<file path="config.mk">
export PLATFORM = sky130hd
export DESIGN_NAME = instr_mem_ctrl
export DESIGN_NICKNAME = d
export VERILOG_FILES = /design/src/rtl/instr_mem_ctrl.sv
export SDC_FILE = /design/constraint.sdc
export NUM_CORES = 1
export LEC_CHECK = 0
export ABC_AREA = 0
export CAP_MARGIN = 20
export CORE_MARGIN = 2
export CORE_UTILIZATION = 45
export DETAILED_ROUTE_END_ITERATION = 10
export PLACE_DENSITY = 0.66
export RECOVER_POWER = 50
export SLEW_MARGIN = 20
export SYNTH_ARGS = -nofsm -noshare
export SYNTH_HDL_FRONTEND = slang
export SYNTH_SLANG_ARGS = --single-unit
</file>
<file path="constraint.sdc">
create_clock -name clock -period 4.31 [get_ports clock]
set_input_delay 0.431 -clock clock [delete_from_list [all_inputs] [get_ports clock]]
set_output_delay 0.431 -clock clock [all_outputs]
set_load 0.02 [all_outputs]
</file>
<file path="src/rtl/instr_mem_ctrl.sv">
// instr_mem_ctrl: instruction memory with NOP clear engine, word programming port and registered faulting fetch
module instr_mem_ctrl #(
   parameter int DATA_WIDTH = 32,
   parameter int ADDR_WIDTH = 32,
   parameter int DEPTH = 32,
   parameter logic [DATA_WIDTH-1:0] NOP = 32'h00000013,
   localparam int IDX_W = $clog2(DEPTH)
) (
   input  logic                  clock,
   input  logic                  reset,
   input  logic [ADDR_WIDTH-1:0] pc,
   input  logic                  fetch_en,
   input  logic                  stall,
   output logic [DATA_WIDTH-1:0] instr,
   output logic                  instr_valid,
   output logic                  fault_misaligned,
   output logic                  fault_range,
   input  logic                  prog_en,
   input  logic [IDX_W-1:0]      prog_addr,
   input  logic [DATA_WIDTH-1:0] prog_data,
   output logic                  prog_ack,
   output logic                  busy
);
   typedef enum logic {CLEAR, READY} state_t;
   state_t state, state_n;
   logic [IDX_W-1:0] cnt;
   logic [DATA_WIDTH-1:0] mem [DEPTH];
   logic mis, rng;
   logic [IDX_W-1:0] idx;
   assign busy = state == CLEAR;
   assign mis = |pc[1:0];
   assign rng = (pc >> 2) >= ADDR_WIDTH'(DEPTH);
   assign idx = pc[IDX_W+1:2];
   always_comb begin
      state_n = state;
      if (state == CLEAR && cnt == IDX_W'(DEPTH - 1)) state_n = READY;
   end
   always_ff @(posedge clock) begin
      if (reset) begin
         state <= CLEAR;
         cnt <= '0;
      end else begin
         state <= state_n;
         if (busy) cnt <= cnt + 1'b1;
      end
   end
   always_ff @(posedge clock) begin
      if (!reset) begin
         if (busy) mem[cnt] <= NOP;
         else if (prog_en) mem[prog_addr] <= prog_data;
      end
   end
   always_ff @(posedge clock) begin
      if (reset) begin
         instr <= NOP;
         instr_valid <= 1'b0;
         fault_misaligned <= 1'b0;
         fault_range <= 1'b0;
         prog_ack <= 1'b0;
      end else begin
         prog_ack <= !busy && prog_en;
         if (!busy && !stall) begin
            instr_valid <= fetch_en;
            if (fetch_en) begin
               instr <= (mis || rng) ? NOP : mem[idx];
               fault_misaligned <= mis;
               fault_range <= rng && !mis;
            end
         end
      end
   end
endmodule

</file>
==> metrics.txt <==
status=finished, violations left; failing checks=max-capacitance violations, max-slew violations; post-cts resize count=0; fraction of registers with async set/reset=0%; critical path arrival=just under 4 ns; unrepaired setup endpoints after global routing=no; R2R Setup Slk=between 0.7 and 0.8 ns; worst setup path category=reg2reg; top-area cell type share of the netlist area=approximately three quarters; Comb pwr share=3.6%; yosys synthesis warning count=0; most common cell in the netlist=edfxtp_1; clock power share=42.0%; Cell Pwr Density=~440 mW/mm²; drt first pass iters=6; leakage=13.45 nW; Worst Skew=just under 0.03 ns; vias in the first global route=20.60k; worst setup path start=state$_SDFFE_PP0P_; HP Class=in2reg; Final Net Count=roughly 2.1k; num ports=between 100 and 150; CTS tree=yes; max frequency=between 0.2 and 0.3 GHz; drc violations=0; clock transition at the registers of the reported paths=around 0.06 ns; Post-synth EDFFs=slightly above 1k; Main synth FF type=edfxtp_1; post-CTS setup buffer count=0; Tightest Pin Transition=~2.1 ns; switch share=between 20% and 30%; CTS HTree Levels=3; Tot GR Track Use=21.55%; Syn Inst Count=about 1.9k; largest net degree at the start of global routing=between 70 and 80; synthesized flop and latch total=approximately 1.1k; Unique masters post-synth=45; Seq/Total Area, Yosys=approximately 78%; worst-path fanout max=22; Syn-to-layout area delta=15.90%; gpl congestion=0.8320; Initial Util=45.22%; sum of negative setup slack=0 ns; Avg WL per Cell=~30 µm; row cnt=110; Flop pwr share=between 50% and 60%; Peak VDD IR=roughly 310 µV; Core Region=between 0.08 and 0.09 mm²; FF-to-FF End=mem[25][14]$_DFFE_PP_; dominant cell type by area after synthesis=edfxtp_1; synth cell count leaders=1,024 x edfxtp_1, 253 x mux4_2, 58 x nor2_1, 45 x nand2_1; Crit path required time=approximately 4.7 ns; first-pass GRT wire length=roughly 140 mm; CTS Hold Bufs=0; crit path time final=~3.5 ns; FF-to-FF Start=state$_SDFFE_PP0P_; diodes inserted=0; Die X=304.3 µm; vias per cell=roughly 6; Antenna Violating Nets Remaining=0; PnR worst setup slack=between 0.7 and 0.8 ns; syn_nets=1,927; number of port buffers=110; final setup vio count=0; cts bufs inserted=roughly 100; Root Buffer=clkbuf_16; Post-Syn Area=0.04058 mm²; Worst Setup End Kind=flip-flop; crit path to=mem[25][14]$_DFFE_PP_; worst r2r path cells=5; fin crit share=between 80% and 90%; DP Wirelength=59.76 mm; initial antenna violation count=4; switching pwr=~0.0042 W; final WL=99.55 mm; synth top area cells=edfxtp_1 76%, mux4_2 14%, dfxtp_1 2.1%; layout cell share with drive strength beyond 1=about a quarter; DR iter-0 viols=between 2k and 2.5k; # clock sinks=roughly 1.1k; Hold Vio Cnt, Final=0; Internal=about 0.017 W; largest buffer count on any clock path=3; height of the die=between 300 and 400 µm; DP Worst Slack=0.7676 ns; grt total ovfl=0; die area=roughly 0.093 mm²; Vias=about 20k; Slew Viols, Final=approximately 430; Worst-Skew Late Latency=0.66 ns; Slew headroom=-41.91%; max-cap violations=15; syn avg cell area=21.92 µm²; startpoint types=flip-flop
-- registers in the layout, summed over array words and instances (netlist names) --
name and flops:
mem 1024, instr 32, cnt 5, fault_misaligned 1
fault_range 1, instr_valid 1, prog_ack 1, state 1
-- how the worst min path moves through the flow --
stage                                   startpoint                        to  slack (ns)  cells after the start
after floorplan                cnt[3]$_SDFFE_PP0N_       cnt[3]$_SDFFE_PP0N_        0.51                      2
after global placement    fault_range$_SDFFE_PP0P_  fault_range$_SDFFE_PP0P_        0.45                      2
after detailed placement     instr[7]$_SDFFE_PP0P_     instr[7]$_SDFFE_PP0P_        0.45                      2
after CTS                                    stall  instr_valid$_SDFFE_PP0P_        0.42                      3
after global routing                         stall  instr_valid$_SDFFE_PP0P_        0.44                      3
final                                        stall  instr_valid$_SDFFE_PP0P_        0.45                      3
-- stage by stage --
step                      hold WS [ns]  cell area [µm²]  power, W  instances  utilization (%)
after floorplan                 0.5098            40580   0.01194       1851                -
after global placement          0.4454            43980   0.01224       3143            49.01
after detailed placement        0.4487            43980   0.01225       3143            49.01
after CTS                       0.4227            47240   0.02086       3335            52.65
after global routing            0.4425            47030   0.02131       3335            52.41
final                           0.4451            47030   0.02073       3335            52.41
-- power groups by stage --
| stage | Clock [W] | Combinational, W | Sequential (W) |
|---|---|---|---|
| 6_report | 0.00871 | 0.000753 | 0.0113 |
| 5_1_grt | 0.00925 | 0.000794 | 0.0113 |
| 4_1_cts | 0.00882 | 0.000765 | 0.0113 |
| 3_5_place_dp | 0 | 0.000762 | 0.0115 |
| 3_3_place_gp | 0 | 0.000756 | 0.0115 |
| 2_1_floorplan | 0 | 0.000457 | 0.0115 |
-- routing by layer --
metal | GRT usage, % | wire (µm) | share of wire, % | vias up
met5 | 0 | 0 | 0 | -
met4 | 5.584 | 2466 | 2.5 | 0
met3 | 3.816 | 7157 | 7.2 | 142
met2 | 36.44 | 50380 | 51 | 867
met1 | 29.18 | 39550 | 40 | 10680
li1 | - | - | - | 8281
-- cell usage in the layout (no fill, tap or decap), types with 16 or more instances in the layout --
cell	count
nor2_4	24
buf_4	55
nor2b_1	38
a211oi_1	29
clkbuf_1	60
o22ai_1	27
clkdlybuf4s50_1	69
a22oi_1	37
clkinv_1	17
and3_1	18
dlygate4sd3_1	37
mux4_2	253
nand3_1	16
mux2i_1	16
nor2_1	34
nand2_1	45
clkbuf_16	106
edfxtp_1	1024
buf_12	20
clkinv_2	21
o41ai_1	28
dfxtp_1	42
and2_0	19
-- cell type report --
class                      instances  area (µm²)
multi-input combinational        681        8655
clock inverter                    54       439.2
sequential                      1066       31590
tap                             1176        1471
fill                            6876       42700
timing repair buffer             218        2047
inverter                           2       7.507
clock buffer                     138        2823
-- logic make-up after synthesis --
| family | synth area share [%] |
|---|---|
| AOI/OAI and AO/OA | 3.139 |
| adders and majority gates | 0.06165 |
| xor gates and xnor gates | 0.06476 |
| DFF | 77.84 |
| buffers and inverters | 1.286 |
| muxes | 14.60 |
| and+or+nand+nor | 3.003 |
-- critical path, cell delays in order (launching register included) --
cell     delay, ns
dfxtp_1       0.58
and3b_1       0.52
mux2i_1       0.38
nand3_1       0.31
nor2_1        1.07
buf_12        0.29
Power figures use the tool's default switching activity.
